===== config.mk =====
export PLATFORM = sky130hd
export DESIGN_NAME = ps2_key_tracker
export DESIGN_NICKNAME = d
export VERILOG_FILES = /design/src/rtl/ps2_pkg.sv /design/src/rtl/ps2_key_tracker_seq_parser.sv /design/src/rtl/ps2_key_tracker.sv
export SDC_FILE = /design/constraint.sdc
export NUM_CORES = 1
export LEC_CHECK = 0
export CELL_PAD_IN_SITES_DETAIL_PLACEMENT = 1
export CELL_PAD_IN_SITES_GLOBAL_PLACEMENT = 2
export CORE_MARGIN = 2
export CORE_UTILIZATION = 25
export CTS_CLUSTER_SIZE = 28
export DETAILED_ROUTE_END_ITERATION = 8
export GPL_ROUTABILITY_DRIVEN = 0
export PLACE_DENSITY = 0.75
export SYNTH_ARGS = -nofsm -noshare
export SYNTH_HDL_FRONTEND = slang
export SYNTH_HIERARCHICAL = 1
export SYNTH_SLANG_ARGS = --single-unit

===== constraint.sdc =====
create_clock -name CLOCK_50 -period 2.1 [get_ports CLOCK_50]
set_input_delay 0.315 -clock CLOCK_50 [delete_from_list [all_inputs] [get_ports CLOCK_50]]
set_output_delay 0.315 -clock CLOCK_50 [all_outputs]
set_load 0.02 [all_outputs]

===== src/rtl/ps2_pkg.sv =====
// Shared PS/2 set-2 constants, parser state and event payload for the key tracker.
package ps2_pkg;

  localparam logic [7:0] PS2_EXT = 8'hE0;
  localparam logic [7:0] PS2_BRK = 8'hF0;

  localparam int unsigned PS2_NUM_DROP = 7;
  localparam logic [7:0] PS2_DROP [PS2_NUM_DROP] =
    '{8'hAA, 8'hFA, 8'hEE, 8'hFE, 8'h00, 8'hFF, 8'hE1};

  localparam logic [8:0] KEY_UP    = 9'h175;
  localparam logic [8:0] KEY_DOWN  = 9'h172;
  localparam logic [8:0] KEY_LEFT  = 9'h16B;
  localparam logic [8:0] KEY_RIGHT = 9'h174;

  // Entry 0 sits in the low bits, so index 0 = up, 3 = right.
  localparam logic [35:0] KEY_ARROWS = {KEY_RIGHT, KEY_LEFT, KEY_DOWN, KEY_UP};

  typedef enum logic [1:0] {
    ST_IDLE,
    ST_EXT,
    ST_BRK,
    ST_EXT_BRK
  } ps2_state_t;

  typedef struct packed {
    logic       valid;
    logic       ext;
    logic       brk;
    logic [7:0] code;
  } ps2_evt_t;

  function automatic logic is_dropped(input logic [7:0] b);
    logic hit;
    hit = 1'b0;
    for (int i = 0; i < PS2_NUM_DROP; i++) begin
      if (b == PS2_DROP[i]) hit = 1'b1;
    end
    return hit;
  endfunction

endpackage


===== src/rtl/ps2_key_tracker_seq_parser.sv =====
// Prefix parser: folds E0/F0 prefixes into make/break events, abandons stale prefixes on timeout.
module ps2_seq_parser
  import ps2_pkg::*;
#(
  parameter int unsigned TIMEOUT_W = 20
) (
  input  logic       CLOCK_50,
  input  logic       reset,
  input  logic [7:0] rx_data,
  input  logic       rx_valid,
  output ps2_evt_t   evt_c
);

  ps2_state_t           state;
  logic [TIMEOUT_W-1:0] tmo_cnt;

  // Event decode is combinational so the tracker registers it at t+1.
  always_comb begin
    evt_c      = '0;
    evt_c.code = rx_data;
    if (rx_valid) begin
      unique case (state)
        ST_IDLE: evt_c.valid = (rx_data != PS2_EXT) && (rx_data != PS2_BRK) && !is_dropped(rx_data);
        ST_EXT: begin
          evt_c.valid = (rx_data != PS2_EXT) && (rx_data != PS2_BRK);
          evt_c.ext   = 1'b1;
        end
        ST_BRK: begin
          evt_c.valid = (rx_data != PS2_EXT) && (rx_data != PS2_BRK);
          evt_c.brk   = 1'b1;
        end
        ST_EXT_BRK: begin
          evt_c.valid = (rx_data != PS2_EXT) && (rx_data != PS2_BRK);
          evt_c.ext   = 1'b1;
          evt_c.brk   = 1'b1;
        end
        default: evt_c.valid = 1'b0;
      endcase
    end
  end

  always_ff @(posedge CLOCK_50) begin
    if (!reset) begin
      state   <= ST_IDLE;
      tmo_cnt <= '0;
    end else if (rx_valid) begin
      tmo_cnt <= '0;
      unique case (state)
        ST_IDLE: begin
          if (rx_data == PS2_EXT)      state <= ST_EXT;
          else if (rx_data == PS2_BRK) state <= ST_BRK;
        end
        ST_EXT: begin
          if (rx_data == PS2_BRK)      state <= ST_EXT_BRK;
          else if (rx_data != PS2_EXT) state <= ST_IDLE;
        end
        ST_BRK: begin
          if (rx_data == PS2_EXT)      state <= ST_EXT_BRK;
          else if (rx_data != PS2_BRK) state <= ST_IDLE;
        end
        ST_EXT_BRK: begin
          if ((rx_data != PS2_EXT) && (rx_data != PS2_BRK)) state <= ST_IDLE;
        end
        default: state <= ST_IDLE;
      endcase
    end else if (state != ST_IDLE) begin
      // Saturating counter; reaching all-ones drops the partial prefix.
      if (tmo_cnt == '1) state   <= ST_IDLE;
      else               tmo_cnt <= tmo_cnt + TIMEOUT_W'(1);
    end
  end

endmodule


===== src/rtl/ps2_key_tracker.sv =====
// Multi-key PS/2 held/press/release tracker over a configurable code table.
// Optional PS2_KEY_TOGGLE_EN adds per-key toggle registers flipped on each press.
module ps2_key_tracker
  import ps2_pkg::*;
#(
  parameter int unsigned               NUM_KEYS  = 4,
  parameter logic [9*NUM_KEYS-1:0]     KEY_CODES = (9*NUM_KEYS)'(KEY_ARROWS),
  parameter int unsigned               TIMEOUT_W = 20
) (
  input  logic                CLOCK_50,
  input  logic                reset,
  input  logic [7:0]          rx_data,
  input  logic                rx_valid,
  output logic [NUM_KEYS-1:0] key_held,
  output logic [NUM_KEYS-1:0] key_press,
  output logic [NUM_KEYS-1:0] key_release,
  output logic [NUM_KEYS-1:0] key_toggle,
  output logic                any_held,
  output logic [8:0]          last_code,
  output logic                last_break,
  output logic                event_valid
);

  ps2_evt_t            evt_c;
  logic [NUM_KEYS-1:0] match_c;
  logic [NUM_KEYS-1:0] fresh_c;
  logic [NUM_KEYS-1:0] rel_c;

  ps2_seq_parser #(.TIMEOUT_W(TIMEOUT_W)) u_parser (
    .CLOCK_50 (CLOCK_50),
    .reset    (reset),
    .rx_data  (rx_data),
    .rx_valid (rx_valid),
    .evt_c    (evt_c)
  );

  for (genvar i = 0; i < NUM_KEYS; i++) begin : g_match
    assign match_c[i] = (KEY_CODES[9*i +: 9] == {evt_c.ext, evt_c.code});
  end

  // Typematic repeats of a held key and breaks of an idle key fall out here.
  assign fresh_c = match_c & ~key_held & {NUM_KEYS{evt_c.valid & ~evt_c.brk}};
  assign rel_c   = match_c &  key_held & {NUM_KEYS{evt_c.valid &  evt_c.brk}};

  always_ff @(posedge CLOCK_50) begin
    if (!reset) begin
      key_held    <= '0;
      key_press   <= '0;
      key_release <= '0;
      last_code   <= 9'h000;
      last_break  <= 1'b0;
      event_valid <= 1'b0;
    end else begin
      key_held    <= (key_held | fresh_c) & ~rel_c;
      key_press   <= fresh_c;
      key_release <= rel_c;
      event_valid <= evt_c.valid;
      if (evt_c.valid) begin
        last_code  <= {evt_c.ext, evt_c.code};
        last_break <= evt_c.brk;
      end
    end
  end

  assign any_held = |key_held;

`ifdef PS2_KEY_TOGGLE_EN
  always_ff @(posedge CLOCK_50) begin
    if (!reset) key_toggle <= '0;
    else        key_toggle <= key_toggle ^ fresh_c;
  end
`else
  assign key_toggle = '0;
`endif

endmodule

==> Word level (Yosys, flattened, before mapping) <==
Cells that the tools add are included.
{ "totals": {"register_bits": 45, "in_bits": 11, "out_inout_bits": 28, "word_cells": 83} }
{ "op_classes": {"add_sub_neg": 1, "eq_ne": 22, "mux": 24, "bitwise_logic": 13, "reduce_logical": 15} }
{ "ops": {"columns": ["cell", "count"], "rows": [
  ["$eq A8 B8 Y1 const B", 8],
  ["$eq A9 B9 Y1 const A", 4],
  ["$add A20 B1 Y20 const B", 1],
  ["$and A4 B4 Y4", 5],
  ["$eq A20 B20 Y1 const B", 1],
  ["$mux W2", 10],
  ["$ne A8 B8 Y1 const B", 2],
  ["$ne A4 B2 Y1 const B", 3],
  ["$mux W1", 11],
  ["$logic_not A8 Y1", 1],
  ["$not A4 Y4", 2],
  ["$pmux W2 S4", 1],
  ["$reduce_and A6 Y1", 1],
  ["$reduce_bool A2 Y1", 3],
  ["$reduce_or A2 Y1", 3],
  ["$eq A2 B2 Y1 const B", 2],
  ["$or A4 B4 Y4", 1],
  ["$reduce_or A4 Y1", 1],
  ["$mux W3", 1],
  ["$ne A3 B2 Y1 const B", 1],
  ["$not A1 Y1", 3],
  ["$reduce_or A3 Y1", 1],
  ["$and A1 B1 Y1", 2],
  ["$eq A2 B1 Y1 const B", 1],
  ["5 further kinds", 6]
]} }

==> Logic depth before layout (Yosys ltp) <==
Gate-level depths: netlist of the first run.
{ "logic_depth": {"ltp_word": 19, "depth_mapped": 8, "ltp_nobuf": 7} }

==> Modules after synthesis <==
Netlist of the first run, hierarchy kept.
{ "by_module_without_submodules": {"columns": ["module", "n_inst", "cells_each", "area_per_inst_um2", "seq_area_each_um2"], "rows": [
  ["ps2_seq_parser", 1, 172, 1392.6, 440.4],
  ["ps2_key_tracker", 1, 90, 972.2, 460.4]
]} }

==> Least setup slack after synthesis of the first run <==
Ideal clock, no wire load.
{ "synth_timing": {"kind": "reg2reg", "from": "reg u_parser.state[1]", "to": "reg key_held[2]", "setup_ps": 72, "arrival_time_ps": 1736, "required_time_ps": 2028, "setup_slack_ps": 293, "stages_incl_launch_ff": 9, "path_buffers": 1, "synth_period_minus_slack_ps": 1807, "path_cell_list": "dfxtp_1 > or2_2 > buf_4 > nor2_1 > o21a_1 > nor3_1 > nand2_1 > nor4_1 > mux2i_1"} }
{ "synth_lines": {"columns": ["item", "line_no", "rtl"], "rows": [
  ["start: declaration", "ps2_key_tracker_seq_parser.sv:14", "ps2_state_t state;"],
  ["start signal: assignment", "ps2_key_tracker_seq_parser.sv:44", "state <= ST_IDLE;"],
  ["start signal: assignment", "ps2_key_tracker_seq_parser.sv:50", "if (rx_data == PS2_EXT) state <= ST_EXT;"],
  ["start signal: assignment", "ps2_key_tracker_seq_parser.sv:51", "else if (rx_data == PS2_BRK) state <= ST_BRK;"],
  ["end signal: assignment", "ps2_key_tracker.sv:54", "key_held <= (key_held | fresh_c) & ~rel_c;"],
  ["end: declaration", "ps2_key_tracker.sv:14", "output logic [NUM_KEYS-1:0] key_held,"]
]} }

==> results of run 1 <==
metal layers:
metal | share of wire (%) | global-route usage [%] | up-vias
li1 | - | - | 1048
met1 | 48 | 15.5 | 995
met2 | 49 | 20.7 | 16
met3 | 1.3 | 2.07 | 4
met4 | 1.0 | 3.43 | 0
met5 | 0 | 0 | -
metrics by stage:
step	setup TNS (ns)	area [um2]
after floorplan	0	2380
after CTS	-0.00367	3050
final	0	3100
after detailed placement	-6.14	2930
after global placement	-4.02	2930
after global routing	-0.00391	3100
sequential cells by signal (all words and copies together), names as in the netlist:
| signal | count |
|---|---|
| event_valid | 1 |
| key_held | 4 |
| key_press | 4 |
| key_release | 4 |
| last_break | 1 |
| last_code | 9 |
| u_parser/state | 2 |
| u_parser/tmo_cnt | 20 |
placed cells by master (no fill, tap or decap), types with 6 or more instances in the layout:
cell type        netlist  routed
a21oi_1               18      18
and2_1                 7       7
and3_1                 6       6
buf_4                 13      32
clkdlybuf4s50_1        0      30
dfxtp_1               45      45
mux2i_1               19      19
nand2_1               22      21
nand2b_1              13      13
nand3_1               10       9
nand4_1                6       6
nor2b_1               10      10
o21a_1                 6       6
o31ai_1                8       7
or4_1                  9       9
tightest hold or removal path, stage by stage:
cell,delay (ns)
dlymetal6s2s_1,0.19
mux2i_1,0.16
nor2b_1,0.06
kinds of logic after synthesis:
kind of cell / Yosys count
buffers and inverters: 28
DFF: 45
other: 1
muxes: 19
and+or+nand+nor: 120
AOI/OAI and AO/OA: 48
adders and majority gates: 1
power breakdown:
part | internal [W] | switching [W]
Sequential | 0.000863 | 0.00000587
Clock | 0.000237 | 0.000318
Combinational | 0.0000943 | 0.0000999
Total | 0.00119 | 0.000424
worst min-delay path by stage:
stage / startpoint / to / slack [ns]
after floorplan: reset / u_parser/state[1] / 0.43
after global routing: rx_data[6] / last_code[6] / 0.50
after CTS: u_parser/tmo_cnt[7] / u_parser/tmo_cnt[7] / 0.48
final: rx_data[6] / last_code[6] / 0.47
after global placement: u_parser/tmo_cnt[7] / u_parser/tmo_cnt[7] / 0.45
after detailed placement: u_parser/tmo_cnt[7] / u_parser/tmo_cnt[7] / 0.46
timing repair:
item / CTS / global route
pin swaps: 0 / 3
setup buffers: 0 / 1
setup endpoints to repair: 5 / 13
hold endpoints to repair: 0 / 0
resized for setup: 4 / 12
cell type report:
class,instances,area [um2]
Clock buffer,5,68.8
Sequential cell,45,901
Multi-Input combinational cell,192,1370
Inverter,3,11.3
Tap cell,111,139
Clock inverter,3,22.5
Timing Repair Buffer,66,591
Fill cell,1065,6090
==> flow_summary.toml, run 1 <==
[synth]
seq_area_frac_synth_pct = 38.1
yosys.area_share.simple_pct = 32.4
synth_top_family_by_area = "simple AND/OR/NAND/NOR gates"
synthArstFlopShare_pct = 0
postSynthCellCount = 262
synth_common_cells = "45 x dfxtp_1, 22 x nand2_1, 19 x mux2i_1"
yosys.area_share.xor_xnor_pct = 0
synth_edf_count = 0
yosys-top-cells-area = "dfxtp_1 38%, mux2i_1 8.0%, buf_4 4.1%, a21oi_1 3.8%, nand2_1 3.5%"
ys.flop_type = "dfxtp_1"
synth_mux_area_share_pct = 8.04
avgSynthCellArea_um2 = 9.03
ys_seq_elements = 45
syn-cell-area_um2 = 2360
yosysTopAreaCell = "dfxtp_1"
synthAdderAreaFrac_pct = 0.529
yosysWarnings = 6
synth.most_common_cell = "dfxtp_1"
synth_compound_area_share_pct = 13.5
netlist-cell-type-count = 47
netlist.area_leader.share_pct = 38.1

[floorplan]
start_util_pct = 25.7
ios = 39
die_w_um = 101
core_um2 = 9200
rows = 35
fp.dieH_um = 101
die-area_um2 = 10300

[routing]
ant_nets = 0
vias_per_cell = 4.85
drtIter0Drc = 63
vias = 2063
drc = 0
firstDrtPassIters = 4
avgRoutedWirePerCell_um = 14.4
wirelength_um = 6120

[power]
ir_drop_mv = 0.253
power_w = 0.00162
leakage_nw = 1.11
power.density_nw_per_um2 = 521

[placed_design]
placed_cells = 416
portBuffers = 34
hpwl_um = 4520
dp_slack_ns = -0.426

[setup_path]
ff2ff_path_depth = 5
crit_buf_inv = 4
crit_chain = "clkdlybuf4s50_1 > or3_4 > buf_4 > o31ai_4 > nor3_4 > buf_4 > buf_4 > nor4b_2 > mux2i_1"
reg2reg_to = "u_parser/tmo_cnt[13]"
critPathArrivalTime_ns = 2.20
crit_path_start_kind = "input pin"
cpMaxStageDelayCell = "clkdlybuf4s50_1"
reg2reg_from = "u_parser/tmo_cnt[0]"
worstSetupPathDepth = 9
crit_path_end_kind = "flop"
critical_path_class = "in -> reg"
crit_top_cell = "buf_4"
r2r_slack_ns = 0.18
cp_max_fo = 6
path_delay_family = "buffers and inverters"
crit_start = "rx_data[1]"
crit_required_ns = 2.30
cpPeakStageDelay_ns = 0.43
cp-endpoint = "key_held[3]"

[global_routing]
track_usage_pct = 12.1
grt_pass1_vias = 2096
grt_overflow = 0
grt_pass1_wl_um = 10100
grt_max_degree = 27
antenna_found_initial = 0

[flow_run]
drv_cap = 0

[clocking]
clk_latency_ns = 0.30
clkTransAtPathRegs_ns = 0.10
cts_sinks = 45
cts_root_buffer = "clkbuf_8"
cts_tree = "yes"
cts-hold-fix-buffers = 0
htree_levels = 2
max-clock-path-buffers = 2
cts_buffers = 5

[layout]
fin_util_pct = 33.8
drive_gt1_share_pct = 18.5
design.final.nets = 325
diodes = 0
syn_to_final_growth_pct = 31.3
stdcell_count = 425

[sta]
final_hold_viol_count = 0
min_period_ns = 2.00
clock_skew_ns = 0.0103
fin_crit_sh_pct = 95.3
setup_ws_ns = 0.0988
whs_ns = 0.469
fmax_ghz = 0.500
setup_violations = 0
slew_violations = 0

[worst_hold_path]
hold_class = "in -> reg"
holdPathStages = 3

[outcome]
status = "finished clean"
No activity file was read; power rests on OpenSTA's default activity.
==> inputs of run 2 (changes only) <==
- PLACE_DENSITY: 0.75 -> not set
- PLACE_DENSITY_LB_ADDON: not set -> 0.2
- SLEW_MARGIN: not set -> 5
==> flow_summary.toml, run 2 (synthesis results as in run 1) <==
[placed_design]
hpwl_um = 4330
dp_slack_ns = -0.481
dpl-instance-area_um2 = 2920
portBuffers = 34

[setup_path]
crit_buf_inv = 1
crit_required_ns = 2.30
cp_max_fo = 5
crit_chain = "clkdlybuf4s50_1 > or3_4 > o21a_1 > nor3_2 > nor3_4 > and3_1 > and2_1 > and3_1"
path_delay_family = "simple AND/OR/NAND/NOR gates"
cpPeakStageDelay_ns = 0.45
crit_path_start_kind = "input pin"
cpMaxStageDelayCell = "clkdlybuf4s50_1"
critPathArrivalTime_ns = 2.26
crit_path_end_kind = "flop"
crit_top_cell = "and3_1"
critical_path_class = "in -> reg"

[routing]
firstDrtPassIters = 4
drc = 0
wirelength_um = 5960
ant_nets = 0
avgRoutedWirePerCell_um = 14.1
vias = 2071
vias_per_cell = 4.90
drtIter0Drc = 54

[global_routing]
track_usage_pct = 11.9
antenna_found_initial = 0
grt_overflow = 0
grt_pass1_vias = 2120
grt_pass1_wl_um = 9950
grt_max_degree = 27

[clocking]
htree_levels = 2
clk_latency_ns = 0.30
cts_root_buffer = "clkbuf_8"
cts_tree = "yes"
cts-hold-fix-buffers = 0
cts_sinks = 45
cts_buffers = 5
clkTransAtPathRegs_ns = 0.09
max-clock-path-buffers = 2

[floorplan]
core_um2 = 9200
die-area_um2 = 10300
fp.dieH_um = 101
rows = 35
ios = 39
die_w_um = 101
start_util_pct = 25.7

[flow_run]
drv_cap = 0

[layout]
final_common_cell = "dfxtp_1"
design.final.nets = 323
stdcell_area_um2 = 3110
syn_to_final_growth_pct = 31.6
fin_util_pct = 33.8
registers.top_by_ff_count = "u_parser/tmo_cnt"
final_cell_mix = "45 x dfxtp_1, 33 x clkdlybuf4s50_1, 30 x buf_4"
reg_top3 = "u_parser/tmo_cnt (20), last_code (9)"
diodes = 0
largest_reg_flops = 20
drive_gt1_share_pct = 17.6
fillers = 1075

[sta]
setup_violations = 0
clock_skew_ns = 0.00606
fmax_ghz = 0.484
final_hold_viol_count = 0
setup_ws_ns = 0.0325
fin_crit_sh_pct = 98.5
min_period_ns = 2.07
slew_violations = 0
rsz0062_at_grt = "yes"

[worst_hold_path]
hold_class = "reg -> reg"

[power]
leakage_nw = 1.09
power.density_nw_per_um2 = 594
ir_drop_mv = 0.256

[outcome]
status = "finished clean"
## run 2: cell count changes in the layout (fill, tap and decap cells not counted), moves of 2 or more
cell	change
clkdlybuf4s50_1	+3
buf_4	-2
dlymetal6s2s_1	-3
clkinv_4	-2
bufinv_16	+2
## run 2: report_power, final
part           switching, W  internal [W]  leakage, nW  total, W
Combinational     0.0000947     0.0000906        0.658  0.000185
Sequential       0.00000502      0.000863        0.364  0.000868
Clock              0.000315      0.000479       0.0687  0.000794
Total              0.000415       0.00143         1.09   0.00185
## run 2: layer usage
metal | vias up | share of wire [%] | track usage (%)
met5 | - | 0 | 0
met4 | 0 | 0.71 | 2.81
met3 | 2 | 2.9 | 2.69
met2 | 29 | 46 | 19.5
met1 | 990 | 51 | 16.0
li1 | 1050 | - | -
## run 2: worst paths after layout
| path | from | endpoint | slack (ns) | cells past startpoint |
|---|---|---|---|---|
| worst max register to register | u_parser/tmo_cnt[0] | u_parser/tmo_cnt[15] | 0.21 | 5 |
| worst min-delay path | u_parser/tmo_cnt[19] | u_parser/tmo_cnt[19] | 0.49 | 2 |
| worst max-delay path | rx_data[3] | key_release[0] | 0.03 | 8 |
| worst min register to register | u_parser/tmo_cnt[19] | u_parser/tmo_cnt[19] | 0.49 | 2 |
## run 2: layout make-up
type,instances,area [um2],area share (%)
multi-input cells,192,1360,43.5
flip-flops and latches,45,901,29.0
clock inverters,3,68.8,2.21
repair buffers,64,568,18.3
clock buffers,5,68.8,2.21
inverters,3,11.3,0.362
well taps,111,139,4.46
## run 2: worst reg2reg max path, cell delays in order, from the launching register on
cell and delay [ns]:
dfxtp_1 0.35, ha_1 0.24, and3_1 0.25, and4_4 0.31, or4_1 0.53, a21oi_1 0.14
## run 2: stage by stage
stage | hold slack [ns] | setup TNS, ns | instances | power, W
after floorplan | 0.432 | 0 | 265 | 0.000984
after global placement | 0.459 | -3.26 | 415 | 0.00107
after detailed placement | 0.465 | -5.77 | 415 | 0.00107
after CTS | 0.488 | -0.00721 | 423 | 0.00188
after global routing | 0.499 | -0.0868 | 423 | 0.00195
final | 0.486 | 0 | 423 | 0.00185
## run 2: timing repair
action | 4_1_cts | 5_1_grt
gates resized for setup | 3 | 8
pin swaps | 0 | 2
setup buffers | 0 | 0
endpoints found under the setup margin | 3 | 10
cloned | 0 | 0
==> inputs of run 3 (changes only) <==
- CTS_CLUSTER_DIAMETER: not set -> 80
==> results of run 3 <==
Final layout, timing and power as in run 2 (identical DEF).
